`config.mk`:
```
export PLATFORM = sky130hd
export DESIGN_NAME = log_expand
export DESIGN_NICKNAME = d
export VERILOG_FILES = /design/src/rtl/log_expand.sv
export SDC_FILE = /design/constraint.sdc
export NUM_CORES = 1
export LEC_CHECK = 0
export CORE_ASPECT_RATIO = 0.6
export CORE_MARGIN = 4
export CORE_UTILIZATION = 30
export DETAILED_ROUTE_END_ITERATION = 16
export PLACE_DENSITY = 0.61
export SKIP_LAST_GASP = 1
export SYNTH_ARGS = -nofsm -noshare
export SYNTH_HDL_FRONTEND = slang
export SYNTH_SLANG_ARGS = --single-unit
```
`constraint.sdc`:
```
create_clock -name clk -period 4.8 [get_ports clk]
set_clock_uncertainty 0.2 [all_clocks]
set_input_delay 0.48 -clock clk [delete_from_list [all_inputs] [get_ports clk]]
set_output_delay 0.48 -clock clk [all_outputs]
set_load 0.02 [all_outputs]
```
`src/rtl/log_expand.sv`:
```
// -----------------------------------------------------------------------------
// log_expand
//   Rebuilds linear magnitudes from log2-domain codes produced by the envelope
//   log compressor. A code {int, frac} is expanded as 2^(int.frac) using the
//   Mitchell approximation 2^f ~= 1 + f, i.e. value = ((1.frac) << int).
//   Codes whose integer part cannot be represented in DATA_WIDTH bits are
//   clamped to all ones and flagged. A saturating counter tallies the number
//   of clamped samples actually handed to the downstream consumer.
//
//   Three-stage valid/ready pipeline:
//     S1  split the code into exponent, mantissa {1,frac} and saturation flag
//     S2  shift the mantissa into place, or substitute the clamp value
//     S3  output register
//   All stages advance together whenever the output is free or being taken.
//
// Ports
//   clk        in   1            clock
//   reset      in   1            synchronous, active-high reset
//   in_valid   in   1            log_in is valid
//   in_ready   out  1            block accepts log_in this cycle
//   log_in     in   COMP_WIDTH   unsigned code {int[SHIFT_WIDTH-1:0], frac[FRAC_BITS-1:0]}
//   out_valid  out  1            data_out/sat_flag are valid
//   out_ready  in   1            downstream accepts data_out
//   data_out   out  DATA_WIDTH   reconstructed linear magnitude
//   sat_flag   out  1            data_out was clamped for this sample
//   sat_count  out  CNT_WIDTH    saturated samples delivered, sticky at max
// -----------------------------------------------------------------------------
module log_expand #(
  parameter int DATA_WIDTH  = 48,
  parameter int SHIFT_WIDTH = $clog2(DATA_WIDTH),
  parameter int COMP_WIDTH  = 15,
  parameter int FRAC_BITS   = COMP_WIDTH - SHIFT_WIDTH,
  parameter int CNT_WIDTH   = 16
) (
  input  logic                  clk,
  input  logic                  reset,
  input  logic                  in_valid,
  output logic                  in_ready,
  input  logic [COMP_WIDTH-1:0] log_in,
  output logic                  out_valid,
  input  logic                  out_ready,
  output logic [DATA_WIDTH-1:0] data_out,
  output logic                  sat_flag,
  output logic [CNT_WIDTH-1:0]  sat_count
);

  // Exponent compare is done one bit wider so DATA_WIDTH itself is representable.
  localparam logic [SHIFT_WIDTH:0]   SAT_THRESH = (SHIFT_WIDTH+1)'(DATA_WIDTH);
  localparam logic [SHIFT_WIDTH-1:0] FRAC_SHIFT = SHIFT_WIDTH'(FRAC_BITS);
  localparam logic [DATA_WIDTH-1:0]  SAT_VALUE  = {DATA_WIDTH{1'b1}};
  localparam logic [CNT_WIDTH-1:0]   CNT_MAX    = {CNT_WIDTH{1'b1}};
  localparam logic [CNT_WIDTH-1:0]   CNT_ONE    = CNT_WIDTH'(1);

  // Global advance enable shared by every stage.
  logic en_s;

  // Input code fields.
  logic [SHIFT_WIDTH-1:0] code_int_s;
  logic [FRAC_BITS-1:0]   code_frac_s;

  // Stage 1 registers.
  logic                   s1_valid_q, s1_valid_d;
  logic [SHIFT_WIDTH-1:0] s1_exp_q,   s1_exp_d;
  logic [FRAC_BITS:0]     s1_mant_q,  s1_mant_d;
  logic                   s1_sat_q,   s1_sat_d;

  // Stage 2 datapath and registers.
  logic [DATA_WIDTH-1:0]  mant_ext_s;
  logic [DATA_WIDTH-1:0]  prod_s;
  logic                   s2_valid_q, s2_valid_d;
  logic [DATA_WIDTH-1:0]  s2_prod_q,  s2_prod_d;
  logic                   s2_sat_q,   s2_sat_d;

  // Stage 3 (output) registers.
  logic                   s3_valid_q, s3_valid_d;
  logic [DATA_WIDTH-1:0]  s3_data_q,  s3_data_d;
  logic                   s3_sat_q,   s3_sat_d;

  // Saturation event counter.
  logic [CNT_WIDTH-1:0]   sat_cnt_q,  sat_cnt_d;

  // The pipeline moves when the output slot is empty or being consumed.
  assign en_s     = out_ready | ~s3_valid_q;
  assign in_ready = en_s;

  assign code_int_s  = log_in[COMP_WIDTH-1 -: SHIFT_WIDTH];
  assign code_frac_s = log_in[FRAC_BITS-1:0];

  // Stage 1 next state: decode the code into exponent, mantissa and clamp flag.
  always_comb begin
    s1_valid_d = s1_valid_q;
    s1_exp_d   = s1_exp_q;
    s1_mant_d  = s1_mant_q;
    s1_sat_d   = s1_sat_q;
    if (en_s) begin
      s1_valid_d = in_valid;
      s1_exp_d   = code_int_s;
      s1_mant_d  = {1'b1, code_frac_s};
      s1_sat_d   = ({1'b0, code_int_s} >= SAT_THRESH);
    end else begin
      s1_valid_d = s1_valid_q;
    end
  end

  // Stage 2 datapath: (M << e) >> FRAC_BITS, done as a single left or right
  // shift so no bits beyond DATA_WIDTH are ever materialised. For e below
  // FRAC_BITS the fraction is truncated toward zero by the right shift.
  always_comb begin
    mant_ext_s = {{(DATA_WIDTH-FRAC_BITS-1){1'b0}}, s1_mant_q};
    prod_s     = '0;
    if (s1_sat_q) begin
      prod_s = SAT_VALUE;
    end else if (s1_exp_q >= FRAC_SHIFT) begin
      prod_s = mant_ext_s << (s1_exp_q - FRAC_SHIFT);
    end else begin
      prod_s = mant_ext_s >> (FRAC_SHIFT - s1_exp_q);
    end
  end

  // Stage 2 next state: register the expanded magnitude.
  always_comb begin
    s2_valid_d = s2_valid_q;
    s2_prod_d  = s2_prod_q;
    s2_sat_d   = s2_sat_q;
    if (en_s) begin
      s2_valid_d = s1_valid_q;
      s2_prod_d  = prod_s;
      s2_sat_d   = s1_sat_q;
    end else begin
      s2_valid_d = s2_valid_q;
    end
  end

  // Stage 3 next state: output register, held while the consumer stalls.
  always_comb begin
    s3_valid_d = s3_valid_q;
    s3_data_d  = s3_data_q;
    s3_sat_d   = s3_sat_q;
    if (en_s) begin
      s3_valid_d = s2_valid_q;
      s3_data_d  = s2_prod_q;
      s3_sat_d   = s2_sat_q;
    end else begin
      s3_valid_d = s3_valid_q;
    end
  end

  // Counter next state: count clamped samples on actual delivery, stick at max.
  always_comb begin
    sat_cnt_d = sat_cnt_q;
    if (s3_valid_q && out_ready && s3_sat_q && (sat_cnt_q != CNT_MAX)) begin
      sat_cnt_d = sat_cnt_q + CNT_ONE;
    end else begin
      sat_cnt_d = sat_cnt_q;
    end
  end

  // Pipeline and counter state registers with synchronous reset.
  always_ff @(posedge clk) begin
    if (reset) begin
      s1_valid_q <= 1'b0;
      s1_exp_q   <= '0;
      s1_mant_q  <= '0;
      s1_sat_q   <= 1'b0;
      s2_valid_q <= 1'b0;
      s2_prod_q  <= '0;
      s2_sat_q   <= 1'b0;
      s3_valid_q <= 1'b0;
      s3_data_q  <= '0;
      s3_sat_q   <= 1'b0;
      sat_cnt_q  <= '0;
    end else begin
      s1_valid_q <= s1_valid_d;
      s1_exp_q   <= s1_exp_d;
      s1_mant_q  <= s1_mant_d;
      s1_sat_q   <= s1_sat_d;
      s2_valid_q <= s2_valid_d;
      s2_prod_q  <= s2_prod_d;
      s2_sat_q   <= s2_sat_d;
      s3_valid_q <= s3_valid_d;
      s3_data_q  <= s3_data_d;
      s3_sat_q   <= s3_sat_d;
      sat_cnt_q  <= sat_cnt_d;
    end
  end

  assign out_valid = s3_valid_q;
  assign data_out  = s3_data_q;
  assign sat_flag  = s3_sat_q;
  assign sat_count = sat_cnt_q;

endmodule
```
After elaboration in Yosys (flattened, before gate mapping)
Index checks and enable logic that the tools add are counted.
- register bits after elaboration: 134
- mux-type cells: 2
- reductions and logical operators: 3
- eq/ne operators: 1
- add/sub/neg operators: 3
- magnitude comparators: 2
- bitwise gates (word level): 2
- shift-type cells: 2
- operators by type and width (kind ; number):
    two-way mux 48 bit ; 2
    left shift 10 x 6 -> 48 bit ; 1
    >> shifter 10 x 6 -> 48 bit ; 1
    adder 16 x 1 -> 16 bit, second input constant ; 1
    != test 16 bit, second input constant ; 1
    >= comparator 6 x 4 -> 1 bit, second input constant ; 1
    >= comparator 6 bit, second input constant ; 1
    subtractor 4 x 6 -> 6 bit, first input constant ; 1
    subtractor 6 x 4 -> 6 bit, second input constant ; 1
    logical AND 1 bit ; 3
    inverter 1 bit ; 1
    bitwise OR 1 bit ; 1

Logic depth before layout (Yosys ltp)
Gate-level depths: netlist (run 1).
- depth in word-level cells: 4
- gate-level depth with buffers: 13
- mapped depth without buffers: 8

Worst setup path after synthesis (run 1)
OpenSTA, ideal clock, no wires.
- path type: flip-flop to flip-flop
- from: register s1_exp_q[1]
- to: register s2_prod_q[22]
- required time: 4512 ps
- stages on the path, launching flop included: 12
- setup time: 88 ps
- setup slack: 1935 ps
- path buffers: 4
- period minus slack after synthesis: 2865 ps
- data arrival time: 2577 ps
- path through: dfxtp_1 > buf_2 > buf_2 > inv_1 > ha_1 > buf_2 > buf_4 > nand2_1 > mux2_1 > mux2_2 > or3b_1 > a311oi_2
- cells in the longest elaborated chain, start to end: 4
- elaborated cells between the ends (all ways): 7
- classes of those cells: add/sub (2); order compare (1); shift (2); mux (2)
- RTL lines (what ; line ; RTL):
    start, declared ; 63 ; logic [SHIFT_WIDTH-1:0] s1_exp_q, s1_exp_d;
    start signal, assigned ; 174 ; s1_exp_q <= s1_exp_d;
    subtractor 4 x 6 -> 6 bit / subtractor 6 x 4 -> 6 bit (equally long branches) ; 116, 114 ;
    >> shifter 10 x 6 -> 48 bit / left shift 10 x 6 -> 48 bit (equally long branches) ; 116, 114 ;
    two-way mux 48 bit * ; 113 ; end else if (s1_exp_q >= FRAC_SHIFT) begin
    two-way mux 48 bit * ; 111 ; if (s1_sat_q) begin
    end signal, assigned ; 178 ; s2_prod_q <= s2_prod_d;
    end, declared ; 71 ; logic [DATA_WIDTH-1:0] s2_prod_q, s2_prod_d;
Every way passes the cells marked *; elsewhere a longest branch is shown, timed or not.
A chain may end at the register's enable or synchronous reset.

Final worst setup path (run 1)
- from: register s1_exp_q[1]
- to: register s2_prod_q[36]
Same word-level chain as after synthesis.

==> run_results.csv, run 1 <==
group,metric,value,unit
run_status,status,"completed",
place,post-dp-hpwl,13300,um
global_route,grt_pass1_wl,30500,um
final_layout,finalNetCount,883,
synthesis,post_synth_num_cell_types,66,
global_route,number_of_antenna_violations_at_the_first_check_in_global_routing,1,
sta,number_of_setup_violations_in_the_final_report,0,
setup_path,regToRegSetupSlack,1.42,ns
cts,ctsHoldBuffers,0,
sta,finalHoldViolCount,0,
routing,drc,0,
setup_path,timing.critical_path.max_delay_family,"multiplexers",
die,floorplan.die_area,23900,sq um
place,pre_cts_ws,1.47,ns
power,finalPower,3.13,mW
synthesis,syn-num-nets,832,
setup_path,cp-start-kind,"flop",
cts,cts_tree,"yes",
place,gp_congestion,0.876,
synthesis,yosys_register_bits,134,
routing,drt.antenna.violating_nets,0,
routing,vias_per_cell,5.07,
routing,drt_pass1_iterations,5,
die,initial_core_util,30.5,%
sta,fmax,296,MHz
global_route,grt.total_usage,16.0,%
cts,cts-resized-gates,0,
power,power-per-cell-area,387,nW/um^2
final_layout,antenna-diode-count,0,
final_layout,syn2layout_area_growth,26.1,%
setup_path,timing.setup.critical_path_class,"flop to flop",
die,ioPinCount,86,
final_layout,finalCoreUtilization,38.4,%
sta,final-max-slew-violation-count,0,
cts,cts.reportedPaths.clkPinSlew,0.06,ns
global_route,first_global_vias,5436,
synthesis,syn_inst,809,
power,cellLeakagePower,2.83,nW
synthesis,synth_sequential_area_ratio,41.8,%
synthesis,number_of_flops_mapped_to_enable_cells_by_yosys,0,
sta,tightestPinTransition,0.929,ns
final_layout,final-instance-count-excl-fill,1152,
run,cap_viol_max_count,0,
setup_path,worst_ep_required_time,4.88,ns
die,die_h,121,um
global_route,global_route_overflow,0,
cts,cts_root_buffer,"sky130_fd_sc_hd__clkbuf_16",
cts,insertion_delay,0.43,ns
setup_path,worstPathArrival,3.46,ns
die,rows,41,
die,core_area,21000,sq um
setup_path,slowest_stage,"sky130_fd_sc_hd__ha_1",
sta,fin_crit,3.38,ns
cts,total_number_of_h_tree_levels,4,
die,die_x_extent,197,um
synthesis,mappedNetlistArea,6410,sq um
synthesis,dominantRegCellSynth,"sky130_fd_sc_hd__dfxtp_1",
sta,worst_slew_margin_rel,37.1,%
hold_path,worstHoldPathType,"flop to flop",
setup_path,path_cells,"buf_4 > inv_1 > ha_1 > mux2_2 > mux2_2 > mux2i_1 > nor3_1 > a311oi_1 > nor3_1",
routing,drt_iter0_drcs,501,
sta,final.period_utilization,70.4,%
sta,setup_slack,1.42,ns
sta,fin_tns_setup,0,ns
synthesis,syn_area_per_cell,7.93,sq um
cts,numCtsBuffers,17,
place,placement.io_buffers,85,
setup_path,critical_path.max_fanout,17,
global_route,largest_net_degree_at_the_start_of_global_routing,70,
cts,cts_max_path_buffers,2,
sta,rsz0062_at_grt,"false",
cts,cts.sink_count,134,
setup_path,timing.critical_path.to_type,"flop",
final_layout,drive_gt1_share,8.59,%
routing,vias,5844,
synthesis,synth.yosys.warnings,0,
place,place_inst,1120,
synthesis,synth_async_sr_flop_share,0,%
routing,wl,19100,um
setup_path,max_stage_delay,0.63,ns
cts,cts_setup_buffers,0,
routing,wl_per_cell,16.6,um
power,peakVddDrop,0.260,mV
setup_path,worstPathBufferInverterCount,2,
## Yosys cell counts, types with 6 or more instances
library cell               instances  area [sq um]
sky130_fd_sc_hd__mux2i_1          23           230
sky130_fd_sc_hd__dfxtp_1         134          2680
sky130_fd_sc_hd__o22ai_1          10          62.6
sky130_fd_sc_hd__or3_1             6          37.5
sky130_fd_sc_hd__xnor2_1          12           105
sky130_fd_sc_hd__a21oi_1         111           556
sky130_fd_sc_hd__nand4_1          13          81.3
sky130_fd_sc_hd__buf_2             8          40.0
sky130_fd_sc_hd__nor3_1           24           120
sky130_fd_sc_hd__mux2_2           13           146
sky130_fd_sc_hd__a211oi_1         18           135
sky130_fd_sc_hd__nand2b_1          6          37.5
sky130_fd_sc_hd__nand2_1         165           619
sky130_fd_sc_hd__nand3_1          13          65.1
sky130_fd_sc_hd__inv_1             6          22.5
sky130_fd_sc_hd__clkbuf_1         47           176
sky130_fd_sc_hd__o21ai_0          24           120
sky130_fd_sc_hd__nor2_1           80           300
sky130_fd_sc_hd__nor2b_1           6          37.5
## stage by stage
stage / hold WS, ns / instance area, sq um
global placement: 0.241 / 7410
global route: 0.263 / 8090
CTS: 0.252 / 8090
finish: 0.249 / 8090
detailed placement: 0.244 / 7410
floorplan: 0.232 / 6410
## cells in the final DEF, fill, tap and decap left out, types with 5 or more instances in the layout
| cell | n |
|---|---|
| sky130_fd_sc_hd__or3_1 | 6 |
| sky130_fd_sc_hd__a211oi_1 | 18 |
| sky130_fd_sc_hd__nand2_1 | 165 |
| sky130_fd_sc_hd__nand2b_1 | 6 |
| sky130_fd_sc_hd__mux2i_1 | 23 |
| sky130_fd_sc_hd__bufinv_16 | 6 |
| sky130_fd_sc_hd__o21ai_0 | 24 |
| sky130_fd_sc_hd__buf_4 | 9 |
| sky130_fd_sc_hd__nand3_1 | 13 |
| sky130_fd_sc_hd__a21oi_1 | 111 |
| sky130_fd_sc_hd__o22ai_1 | 10 |
| sky130_fd_sc_hd__inv_1 | 6 |
| sky130_fd_sc_hd__nor2_1 | 80 |
| sky130_fd_sc_hd__nand4_1 | 13 |
| sky130_fd_sc_hd__mux2_2 | 13 |
| sky130_fd_sc_hd__xnor2_1 | 12 |
| sky130_fd_sc_hd__dfxtp_1 | 134 |
| sky130_fd_sc_hd__nor2b_1 | 5 |
| sky130_fd_sc_hd__clkdlybuf4s50_1 | 84 |
| sky130_fd_sc_hd__nor3_1 | 24 |
| sky130_fd_sc_hd__clkbuf_16 | 17 |
| sky130_fd_sc_hd__xor2_1 | 5 |
## report_power, final
group          switching (mW)  internal (mW)  total, mW
Clock                   0.528          0.981       1.51
Combinational           0.263          0.159      0.421
Sequential             0.0413           1.16       1.20
## worst paths after layout
path | startpoint | end | cells after the start
worst min register to register | data_out[46] | data_out[46] | 2
worst max-delay path | s1_exp_q[1] | s2_prod_q[36] | 9
worst max register to register | s1_exp_q[1] | s2_prod_q[36] | 9
worst min-delay path | data_out[46] | data_out[46] | 2
## tightest hold or removal path, cell delays in order (launching register included)
cell	delay, ns
sky130_fd_sc_hd__dfxtp_1	0.31
sky130_fd_sc_hd__nand2_1	0.05
sky130_fd_sc_hd__a21oi_1	0.05
## per-layer routing
| metal | vias up | share of wire (%) | track usage [%] |
|---|---|---|---|
| met4 | 0 | 1.0 | 3.85 |
| met5 | - | 0 | 0 |
| met2 | 169 | 36 | 19.2 |
| met1 | 2730 | 57 | 27.0 |
| met3 | 20 | 6.3 | 4.05 |
| li1 | 2925 | - | - |
## flip-flops by register name, indices dropped and copies added, names as in the netlist
| name | count |
|---|---|
| data_out | 48 |
| out_valid | 1 |
| s1_exp_q | 6 |
| s1_mant_q | 10 |
| s1_sat_q | 1 |
| s1_valid_q | 1 |
| s2_prod_q | 48 |
| s2_sat_q | 1 |
| s2_valid_q | 1 |
| sat_count | 16 |
| sat_flag | 1 |
## area by class of cell
type	instances	area, sq um
multi-input cells	603	3430
repair buffers	93	908
well taps	279	349
fillers	2187	12900
inverters	11	41.3
flip-flops and latches	134	2680
clock buffers	18	429
clock inverters	14	244
## cells by family (layout without fill, tap and decap cells)
group                    count (synthesis)  count (layout)  share of synthesized area (%)
AO/OA/AOI/OAI                          205             205                           19.6
XOR/XNOR                                20              20                           3.08
adder cells (fa/ha/maj)                  4               4                          0.780
buffers and inverters                   72             136                           4.78
flip-flops                             134             134                           41.8
multiplexers                            40              40                           7.10
AND/OR/NAND/NOR                        334             334                           22.8
Note: power is estimated with default switching activity, not from simulation.
==> inputs of run 2 (changes only) <==
--- a/config.mk
+++ b/config.mk
@@ -9,7 +9,7 @@
 export CORE_MARGIN = 4
 export CORE_UTILIZATION = 30
 export DETAILED_ROUTE_END_ITERATION = 16
-export PLACE_DENSITY = 0.61
+export PLACE_DENSITY = 0.63
 export SKIP_LAST_GASP = 1
 export SYNTH_ARGS = -nofsm -noshare
 export SYNTH_HDL_FRONTEND = slang
==> constraint.sdc (replaced) <==
create_clock -name clk -period 2.8 [get_ports clk]
set_clock_uncertainty 0.2 [all_clocks]
set_input_delay 0.28 -clock clk [delete_from_list [all_inputs] [get_ports clk]]
set_output_delay 0.28 -clock clk [all_outputs]
set_load 0.02 [all_outputs]
==> run 2 against run 1 <==
  * Core utilization is 1.2 points higher
  * Cell count is 3.5% higher
  * Via count increased by 4.3%
  * Clock power rose by 46%
==> run_results.csv, run 2 (synthesis gave the netlist of run 1 again) <==
group,metric,value,unit
run_status,status,"completed",
die,die_x_extent,197,um
routing,vias_per_cell,5.11,
hold_path,hold_end,"s2_prod_q[4]",
setup_path,cp-start-kind,"flop",
final_layout,syn2layout_area_growth,29.9,%
final_layout,nFillCells,2209,
routing,drt.antenna.violating_nets,0,
power,peakVddDrop,0.439,mV
final_layout,drive_gt1_share,13.0,%
sta,hold-worst-slack,0.105,ns
routing,wl,19800,um
sta,fin_tns_setup,0,ns
sta,rsz0062_at_grt,"false",
cts,insertion_delay,0.43,ns
global_route,global_route_overflow,0,
sta,number_of_setup_violations_in_the_final_report,0,
routing,wl_per_cell,16.6,um
place,post-dp-hpwl,14500,um
hold_path,worstHoldPathType,"input pin to flop",
final_layout,finalCoreUtilization,39.6,%
die,die_h,121,um
sta,final.period_utilization,93.7,%
die,rows,41,
run,cap_viol_max_count,0,
global_route,first_global_vias,5552,
place,placement.io_buffers,85,
routing,drt_iter0_drcs,647,
power,cellLeakagePower,2.99,nW
die,floorplan.die_area,23900,sq um
place,detailed_place.area,7730,sq um
cts,cts.sink_count,134,
global_route,number_of_antenna_violations_at_the_first_check_in_global_routing,0,
routing,vias,6094,
global_route,largest_net_degree_at_the_start_of_global_routing,69,
setup_path,timing.critical_path.to_type,"flop",
global_route,grt_pass1_wl,31400,um
setup_path,worstPathArrival,2.76,ns
final_layout,mostFrequentLayoutCells,"165 x sky130_fd_sc_hd__nand2_1, 134 x sky130_fd_sc_hd__dfxtp_1, 111 x sky130_fd_sc_hd__a21oi_1, 84 x sky130_fd_sc_hd__clkdlybuf4s50_1, 80 x sky130_fd_sc_hd__nor2_1",
final_layout,design_area,8330,sq um
die,core_area,21000,sq um
sta,final-max-slew-violation-count,0,
sta,fmax,381,MHz
final_layout,antenna-diode-count,0,
global_route,grt.total_usage,16.6,%
cts,cts_max_path_buffers,2,
place,gp_congestion,0.906,
cts,total_number_of_h_tree_levels,4,
routing,drc,0,
setup_path,timing.setup.critical_path_class,"flop to flop",
routing,drt_pass1_iterations,5,
setup_path,worst_ep_required_time,2.93,ns
cts,numCtsBuffers,17,
die,initial_core_util,30.5,%
hold_path,whs_path_cells,3,
cts,cts_root_buffer,"sky130_fd_sc_hd__clkbuf_16",
final_layout,layout.cells.most_common,"sky130_fd_sc_hd__nand2_1",
setup_path,r2r.worst_path.cells,10,
power,finalPower,5.07,mW
sta,finalHoldViolCount,0,
setup_path,capture_instance_of_the_worst_register_to_register_path,"s2_prod_q[22]",
setup_path,regToRegSetupSlack,0.18,ns
power,power-per-cell-area,609,nW/um^2
setup_path,regToRegStartpoint,"s1_exp_q[1]",
sta,worst_slew_margin_rel,37.9,%
final_layout,finalNetCount,923,
cts,cts.reportedPaths.clkPinSlew,0.06,ns
cts,cts_setup_buffers,0,
sta,tightestPinTransition,0.917,ns
die,ioPinCount,86,
sta,fin_crit,2.62,ns
setup_path,critical_path.max_fanout,5,
hold_path,hold_path_startpoint,"reset",
cts,cts_tree,"yes",
## run 2: changes by cell type in the layout (fill, tap and decap cells not counted), moves of 2 or more
cell	delta
sky130_fd_sc_hd__buf_4	+39
sky130_fd_sc_hd__clkinv_2	+2
sky130_fd_sc_hd__clkinv_4	+3
sky130_fd_sc_hd__bufinv_16	-4
## run 2: what timing repair did
| item | in CTS | in global routing |
|---|---|---|
| setup endpoints to repair | 0 | 22 |
| hold buffers | 0 | 0 |
| gates resized for setup | 0 | 5 |
## run 2: per-layer routing
| layer | GRT usage [%] | up-vias | share of wire [%] | wire [um] |
|---|---|---|---|---|
| li1 | - | 3004 | - | - |
| met1 | 28.3 | 2892 | 55 | 10900 |
| met2 | 19.7 | 185 | 37 | 7340 |
| met3 | 4.16 | 13 | 7.1 | 1410 |
| met4 | 3.33 | 0 | 0.65 | 128 |
| met5 | 0 | - | 0 | 0 |
## run 2: area by class of cell
cell class / instances / area (sq um) / area share [%]
timing repair buffer: 133 / 1220 / 14.7
clock buffer: 18 / 429 / 5.15
sequential: 134 / 2680 / 32.2
tap: 279 / 349 / 4.19
multi-input combinational: 603 / 3460 / 41.5
clock inverter: 14 / 151 / 1.82
inverter: 11 / 41.3 / 0.496
## run 2: critical path: stages, from the launching register on
cell,delay [ns]
sky130_fd_sc_hd__dfxtp_1,0.33
sky130_fd_sc_hd__inv_1,0.09
sky130_fd_sc_hd__buf_4,0.16
sky130_fd_sc_hd__ha_1,0.20
sky130_fd_sc_hd__buf_4,0.16
sky130_fd_sc_hd__nand2b_4,0.09
sky130_fd_sc_hd__a21oi_2,0.07
sky130_fd_sc_hd__xnor2_2,0.20
sky130_fd_sc_hd__nor2b_1,0.35
sky130_fd_sc_hd__or3b_1,0.44
sky130_fd_sc_hd__a311oi_2,0.24
## run 2: worst max-delay path by stage
stage / start / end / slack (ns) / cells after the start
CTS: s1_exp_q[0] / s2_prod_q[9] / 0.01 / 8
finish: s1_exp_q[1] / s2_prod_q[22] / 0.18 / 10
detailed placement: s1_exp_q[0] / s2_prod_q[9] / 0.03 / 8
global placement: s1_exp_q[0] / s2_prod_q[9] / 0.10 / 8
floorplan: s1_exp_q[1] / s2_prod_q[22] / 0.05 / 11
global route: s1_exp_q[1] / s2_prod_q[37] / 0.03 / 10
## run 2: report_power, final
part / switching [mW] / internal (mW)
clock network: 0.882 / 1.32
logic: 0.475 / 0.342
registers: 0.0681 / 1.99
total: 1.43 / 3.65
## run 2: through the flow
stage	worst slack [ns]	std cells
6_report	0.177	1192
5_1_grt	0.0293	1192
4_1_cts	0.0143	1192
3_5_place_dp	0.0287	1160
3_3_place_gp	0.104	1160
2_1_floorplan	0.0479	809
==> inputs of run 3 (changes only) <==
--- a/config.mk
+++ b/config.mk
@@ -9,7 +9,7 @@
 export CORE_MARGIN = 4
 export CORE_UTILIZATION = 30
 export DETAILED_ROUTE_END_ITERATION = 16
-export PLACE_DENSITY = 0.63
+export PLACE_DENSITY = 0.61
 export SKIP_LAST_GASP = 1
 export SYNTH_ARGS = -nofsm -noshare
 export SYNTH_HDL_FRONTEND = slang
==> constraint.sdc (replaced) <==
create_clock -name clk -period 3.1 [get_ports clk]
set_clock_uncertainty 0.2 [all_clocks]
set_input_delay 0.31 -clock clk [delete_from_list [all_inputs] [get_ports clk]]
set_output_delay 0.31 -clock clk [all_outputs]
set_load 0.02 [all_outputs]
==> run 3 against run 2 <==
  * Worst hold slack improved by 0.051 ns
  * Wire length rose by 0.66%
  * Via count down 0.97%
  * Critical endpoint is now s2_prod_q[13]
  * Largest cell class unchanged
==> run_results.csv, run 3 (synthesis gave the netlist of run 1 again) <==
group,metric,value,unit
power,power.internal,3.22,mW
setup_path,worstPathArrival,2.97,ns
global_route,global_route_overflow,0,
setup_path,timing.critical_path.max_delay_family,"compound AO/OA/AOI/OAI gates",
final_layout,syn2layout_area_growth,27.4,%
routing,drt_iter0_drcs,574,
cts,cts.sink_count,134,
sta,rsz0062_at_grt,"false",
place,gp_congestion,0.930,
cts,cts_root_buffer,"sky130_fd_sc_hd__clkbuf_16",
setup_path,timing.setup.critical_path_class,"flop to flop",
die,floorplan.die_area,23900,sq um
cts,cts_setup_buffers,0,
place,placement.io_buffers,85,
sta,finalHoldViolCount,0,
run,cap_viol_max_count,0,
routing,wl,20000,um
global_route,grt_pass1_wl,31800,um
final_layout,mostFrequentLayoutCells,"165 x sky130_fd_sc_hd__nand2_1, 134 x sky130_fd_sc_hd__dfxtp_1, 111 x sky130_fd_sc_hd__a21oi_1, 84 x sky130_fd_sc_hd__clkdlybuf4s50_1, 80 x sky130_fd_sc_hd__nor2_1",
setup_path,worst_ep_required_time,3.18,ns
die,die_x_extent,197,um
sta,fin_crit,2.88,ns
cts,numCtsBuffers,17,
final_layout,drive_gt1_share,11.3,%
sta,fin_tns_setup,0,ns
sta,number_of_setup_violations_in_the_final_report,0,
cts,cts.reportedPaths.clkPinSlew,0.06,ns
die,ioPinCount,86,
setup_path,cp-start-kind,"flop",
cts,cts_tree,"yes",
routing,drt.antenna.violating_nets,0,
setup_path,path_cells,"inv_1 > ha_1 > mux2_2 > o21ai_1 > nor2_1 > a211oi_1 > buf_4 > nor3_1",
routing,vias_per_cell,5.13,
global_route,first_global_vias,5561,
die,initial_core_util,30.5,%
cts,cts-resized-gates,0,
power,power-per-cell-area,549,nW/um^2
die,core_area,21000,sq um
cts,total_number_of_h_tree_levels,4,
sta,final.period_utilization,93.1,%
cts,insertion_delay,0.42,ns
global_route,largest_net_degree_at_the_start_of_global_routing,126,
routing,vias,6035,
die,rows,41,
setup_path,critical_path.max_fanout,12,
final_layout,layout.cells.most_common,"sky130_fd_sc_hd__nand2_1",
global_route,grt.total_usage,17.0,%
setup_path,timing.critical_path.to_type,"flop",
cts,ctsHoldBuffers,0,
power,peakVddDrop,0.499,mV
sta,worst_slew_margin_rel,29.5,%
run_status,status,"completed",
power,pwr-share-clk,42.9,%
setup_path,r2r.worst_path.cells,8,
die,die_h,121,um
power,comb_power_share,15.6,%
final_layout,finalNetCount,908,
routing,drt_pass1_iterations,5,
power,power_frac_seq,41.4,%
final_layout,antenna-diode-count,0,
final_layout,design_area,8170,sq um
sta,fmax,347,MHz
place,post-dp-hpwl,14400,um
power,cellLeakagePower,2.91,nW
global_route,number_of_antenna_violations_at_the_first_check_in_global_routing,0,
place,detailed_place.area,7610,sq um
sta,final-max-slew-violation-count,0,
setup_path,max_stage_delay,0.55,ns
setup_path,slowest_stage,"sky130_fd_sc_hd__ha_1",
power,swShare,28.3,%
power,p_sw,1.27,mW
setup_path,worstPathBufferInverterCount,2,
sta,tightestPinTransition,1.04,ns
hold_path,worstHoldPathType,"input pin to flop",
routing,wl_per_cell,17.0,um
routing,drc,0,
cts,cts_max_path_buffers,2,
setup_path,crit_cells,8,
hold_path,whs_path_cells,3,
[run 3: worst register-to-register path: stages (launching register included)]
cell                       delay (ns)
sky130_fd_sc_hd__dfxtp_1         0.32
sky130_fd_sc_hd__inv_1           0.08
sky130_fd_sc_hd__ha_1            0.55
sky130_fd_sc_hd__mux2_2          0.42
sky130_fd_sc_hd__o21ai_1         0.32
sky130_fd_sc_hd__nor2_1          0.10
sky130_fd_sc_hd__a211oi_1        0.49
sky130_fd_sc_hd__buf_4           0.21
sky130_fd_sc_hd__nor3_1          0.04
[run 3: per-stage QoR]
step	cells	power [mW]	worst slack, ns	util (%)	hold slack (ns)
6_report	1176	4.49	0.215	38.9	0.156
5_1_grt	1176	4.68	0.0158	38.9	0.149
4_1_cts	1176	4.51	0.152	38.9	0.138
3_5_place_dp	1145	2.58	0.166	36.2	0.245
3_3_place_gp	1145	2.58	0.120	36.2	0.239
2_1_floorplan	809	2.32	0.235	-	0.232
[run 3: final timing paths]
check	slack, ns	from	endpoint
max	0.22	s1_exp_q[1]	s2_prod_q[13]
min	0.16	reset	s2_prod_q[5]
max reg2reg	0.22	s1_exp_q[1]	s2_prod_q[13]
min reg2reg	0.25	data_out[9]	data_out[9]
[run 3: cell type report]
class	count	area (sq um)
well taps	279	349
repair buffers	118	1110
clock inverters	12	105
clock buffers	19	453
fillers	2209	12900
multi-input cells	603	3430
inverters	11	41.3
flip-flops and latches	134	2680
[run 3: per-layer routing]
metal | global-route usage [%] | vias to the layer above | routed length, um
li1 | - | 2977 | -
met1 | 28.0 | 2837 | 10900
met2 | 20.5 | 207 | 7270
met3 | 5.47 | 14 | 1610
met4 | 3.12 | 0 | 154
met5 | 0 | - | 0
[run 3: power by group through the flow]
stage,combinational (mW),clock (mW),sequential (mW)
after detailed placement,0.688,0,1.89
after floorplan,0.431,0,1.89
final,0.702,1.93,1.86
after global placement,0.690,0,1.89
after CTS,0.692,1.96,1.86
after global routing,0.764,2.05,1.87
==> RTL edit 1 (config.mk and constraints of run 3) <==
Reset style: asynchronous (`reset`), changed in one clocked block. Comments in the files are not updated.
--- a/src/rtl/log_expand.sv
+++ b/src/rtl/log_expand.sv
@@ -156,7 +156,7 @@
   end
 
   // Pipeline and counter state registers with synchronous reset.
-  always_ff @(posedge clk) begin
+  always_ff @(posedge clk or posedge reset) begin
     if (reset) begin
       s1_valid_q <= 1'b0;
       s1_exp_q   <= '0;
Formal check against the unedited RTL: differs if reset is asserted again (counterexample within 4 cycles, from zero or initial values and one cycle with reset high); with reset held inactive, the same outputs for 10 cycles.
==> RTL edit 1 against run 3 <==
Global-route usage shrank 0.36 points; first-iteration DRC count shrank 25%; worst setup slack lost 0.11 ns; sequential cell count is the same; critical endpoint is now s2_prod_q[18]; design area grew 4.4%; synthesized area grew 3.5%; largest cell class is now sequential cells; wire length shrank 1.9%.
Power is not compared: it rests on default switching activity, and its combinational part moved more than twofold at a synthesized area within 25%.
==> RTL edit 1: results (changes against run 3) <==
Compound-Gate Fraction of Synth Area -> 13.66% (-6.0 points)
final hold slack -> 0.1339 ns (-0.02174 ns)
clk cell area share -> 7.495% (+0.67 points)
first-pass GRT wire length -> 31480 um (-0.87%)
CP peak stage delay -> 0.48 ns (-0.07 ns)
Post-DP HPWL -> 14100 um (-2.4%)
fin cells -> 1069 (-9.1%)
portion of netlist area occupied by mux cells -> 7.426% (+0.32 points)
CP delay by family, top -> simple AND/OR/NAND/NOR gates
hold crit path type -> primary input to async pin
met3 wire length -> 1842 um (+15%)
routed wire length -> 19580 um (-1.9%)
Nets -> 800 (-12%)
synthesized area per cell -> 9.594 sq um (+21%)
initial drt markers -> 430 (-25%)
sequential cell area share -> 39.31% (+6.5 points)
Post-synth top cells -> nand2_1, dfrtp_1, clkbuf_1, nor4_1, nor2_1
Setup crit start -> s1_exp_q[1]
Buffers, non-clock -> 111 (-5.9%)
end point of the critical path -> s2_prod_q[18]
dpl cells -> 1037 (-9.4%)
Area Overhead vs Synth -> 28.50%
area of the multi-input gates -> 3072 sq um (-11%)
Worst-Margin Slew -> 0.7498 ns (-0.2906 ns)
#MultiIn Comb -> 502 (-17%)
share of layout cells above drive strength 1 -> 11.65% (+0.39 points)
top cells by area, synth -> dfrtp_1, nand2_1, mux2i_1
status -> finished clean
Net Count, Synth -> 715 (-14%)
Synth Flop Type -> dfrtp_1
-- RTL edit 1: changes by cell type in the layout (fill, tap and decap cells not counted), sizes merged, moves of 18 or more --
cell / before / now
a21oi: 112 / 13
dfrtp: 0 / 134
dfxtp: 134 / 0
nand2: 165 / 210
nor2: 80 / 22
nor4: 3 / 25
o211a: 0 / 18
-- RTL edit 1: per-layer routing --
| layer | GRT usage, % | up-vias |
|---|---|---|
| met5 | 0 | - |
| met4 | 2.969 | 0 |
| met3 | 6.727 | 14 |
| met2 | 19.43 | 202 |
| met1 | 27.47 | 2716 |
| li1 | - | 2638 |
-- RTL edit 1: stage by stage --
step / setup slack, ns / power, mW
3_5_place_dp: 0.1138 / 6.966
5_1_grt: -0.0002103 / 9.796
6_report: 0.1039 / 9.202
3_3_place_gp: 0.1683 / 6.942
4_1_cts: 0.1038 / 9.207
2_1_floorplan: 0.1137 / 5.334
==> RTL edit 2 (config.mk and constraints of run 3) <==
Without the edit above. The parameter `DATA_WIDTH` goes from 48 to 40.
--- a/src/rtl/log_expand.sv
+++ b/src/rtl/log_expand.sv
@@ -26,7 +26,7 @@
 //   sat_count  out  CNT_WIDTH    saturated samples delivered, sticky at max
 // -----------------------------------------------------------------------------
 module log_expand #(
-  parameter int DATA_WIDTH  = 48,
+  parameter int DATA_WIDTH  = 40,
   parameter int SHIFT_WIDTH = $clog2(DATA_WIDTH),
   parameter int COMP_WIDTH  = 15,
   parameter int FRAC_BITS   = COMP_WIDTH - SHIFT_WIDTH,
Ports: changed (resized data_out); port bits go from 86 to 78. No check against the original RTL was run, so the function may have changed too.
==> RTL edit 2 against run 3 <==
Sequential cell count down 16; utilization up 1.2 points; sequential share of layout area down 2.1 points; via count down 5.2%; wire length up 0.60%; synthesized cell count down 8.0%; synthesized area down 7.2%; worst setup slack better by 0.0050 ns; total power down 1.4%; design area down 5.8%; largest power group unchanged.
==> RTL edit 2: results (changes against run 3) <==
status -> finished clean
post-CTS setup buffer count -> 0 (unchanged)
later-pin clock latency in the skew report -> 0.42 ns (about the same)
top cells by area, synth -> dfxtp_1, nand2_1, a21oi_1
Fill cells -> 2010 (-9.0%)
register area share after synthesis -> 39.70% (-2.1 points)
first-pass GRT wire length -> 31450 um (-0.95%)
Post-DP HPWL -> 14810 um (+2.6%)
r2r startpoint -> s1_exp_q[0]
f_max -> 0.3472 GHz (+0.17%)
maximum vdd drop -> 0.3952 mV (-21%)
post-synth cell types -> 65 (-1.5%)
slowest library cell on the worst path -> nor3_1
largest net degree at the start of global routing -> 37 (-71%)
worst-path maximum fanout -> 13 (+1)
Nets -> 842 (-7.3%)
DRT met1 WL -> 10590 um (-3.1%)
met3 wire length -> 2135 um (+33%)
max layer used -> met4
Num CTS Buffers -> 17 (unchanged)
Worst-path clk slew -> 0.06 ns (about the same)
RD Place Congestion -> 0.9786 (+5.3%)
initial antenna violation count -> 0 (unchanged)
warning count from the yosys run -> 0 (unchanged)
switching power total -> 1.274 mW (+0.35%)
Reg2Reg Setup Slack -> 0.22 ns
CP delay by family, top -> simple AND/OR/NAND/NOR gates
WL/cell -> 18.28 um (+7.7%)
# diodes -> 0 (unchanged)
hold crit path type -> primary input to flop
CP peak stage delay -> 0.62 ns (+0.07 ns)
initial drt markers -> 546 (-4.9%)
met2 WL -> 7192 um (-1.0%)
Net Count, Synth -> 767 (-7.8%)
Root Buffer -> clkbuf_16
clock buffer depth -> 2 (unchanged)
Post-synth top cells -> nand2_1, dfxtp_1, a21oi_1, clkbuf_1, nor2_1
vias in the first global route -> 5384 (-3.2%)
CTS resizes -> 0 (unchanged)
leak pwr -> 2.693 nW (-7.4%)
via density per instance -> 5.213 (+1.6%)
CTS HTree Levels -> 4 (unchanged)
First-pass DRT Iterations -> 5 (unchanged)
asr flop ratio synth -> 0% (unchanged)
port bufs -> 77 (-9.4%)
global-route usage over all layers -> 18.25% (+1.3 points)
Worst Reg-to-Reg Cells -> 9 (+1)
Place WS -> 0.3300 ns (+0.1637 ns)
end point of the critical path -> s2_prod_q[3]
share of layout cells above drive strength 1 -> 13.46% (+2.2 points)
arrival time worst endpoint -> 3.03 ns (+0.06 ns)
Worst-Margin Slew -> 0.7729 ns (-0.2675 ns)
-- RTL edit 2: cell types whose count changed in the layout (fill, tap and decap cells not counted), sizes merged, moves of 6 or more --
cell / before / now
a31oi: 4 / 11
clkdlybuf4s50: 84 / 76
clkinv: 9 / 3
dfxtp: 134 / 118
mux2i: 23 / 9
mux4: 3 / 11
nand2: 165 / 153
nor2: 80 / 43
nor3: 24 / 31
o21ai: 25 / 31
-- RTL edit 2: stage by stage --
step                util, %  power (mW)  cells  area (sq um)
finish                40.06       4.425   1098          7702
global route          40.06       4.604   1098          7702
CTS                   40.06       4.451   1098          7702
detailed placement    36.91       2.404   1066          7097
global placement      36.91       2.418   1066          7097
floorplan                 -       2.124    744          5951
-- RTL edit 2: area by class of cell --
| cell class | instances | share of cell area, % |
|---|---|---|
| clock inverters | 14 | 2.290 |
| multi-input cells | 558 | 43.06 |
| flip-flops and latches | 118 | 30.67 |
| inverters | 9 | 0.4386 |
| well taps | 266 | 4.321 |
| clock buffers | 18 | 5.572 |
| repair buffers | 115 | 13.65 |
-- RTL edit 2: power by group through the flow --
| stage | sequential (mW) | clock [mW] | combinational (mW) |
|---|---|---|---|
| 5_1_grt | 1.66 | 2.14 | 0.796 |
| 3_3_place_gp | 1.68 | 0 | 0.733 |
| 6_report | 1.65 | 2.03 | 0.738 |
| 2_1_floorplan | 1.69 | 0 | 0.437 |
| 4_1_cts | 1.65 | 2.07 | 0.725 |
| 3_5_place_dp | 1.69 | 0 | 0.719 |
-- RTL edit 2: cell families (layout without fill, tap and decap cells) --
kind of cell / Yosys count / in the layout / synth area share [%]
mux: 32 / 32 / 8.011
compound gates: 211 / 211 / 21.57
fa+ha+maj: 4 / 4 / 0.8411
flops: 118 / 118 / 39.70
simple gates: 295 / 295 / 22.58
buf+inv: 68 / 156 / 4.689
xor+xnor: 16 / 16 / 2.607
-- RTL edit 2: worst min-delay path by stage --
| stage | from | endpoint | slack (ns) | cells after the start |
|---|---|---|---|---|
| after floorplan | s1_valid_q | s1_valid_q | 0.23 | 2 |
| after global placement | data_out[11] | data_out[11] | 0.24 | 2 |
| after detailed placement | data_out[6] | data_out[6] | 0.24 | 2 |
| after CTS | reset | s2_prod_q[23] | 0.16 | 4 |
| after global routing | reset | s2_prod_q[23] | 0.19 | 4 |
| final | reset | s2_prod_q[23] | 0.18 | 4 |
-- RTL edit 2: routing by layer --
layer  track usage, %  vias up
met5                0        -
met4            4.239        0
li1                 -     2801
met3            6.135       17
met1            29.33     2674
met2            22.45      232
-- RTL edit 2: tightest hold or removal path: cells and delay by family --
kind / cells / cell delay [ns]
AO/OA/AOI/OAI: 1 / 0.07
AND/OR/NAND/NOR: 2 / 0.23
buffers and inverters: 1 / 0.13
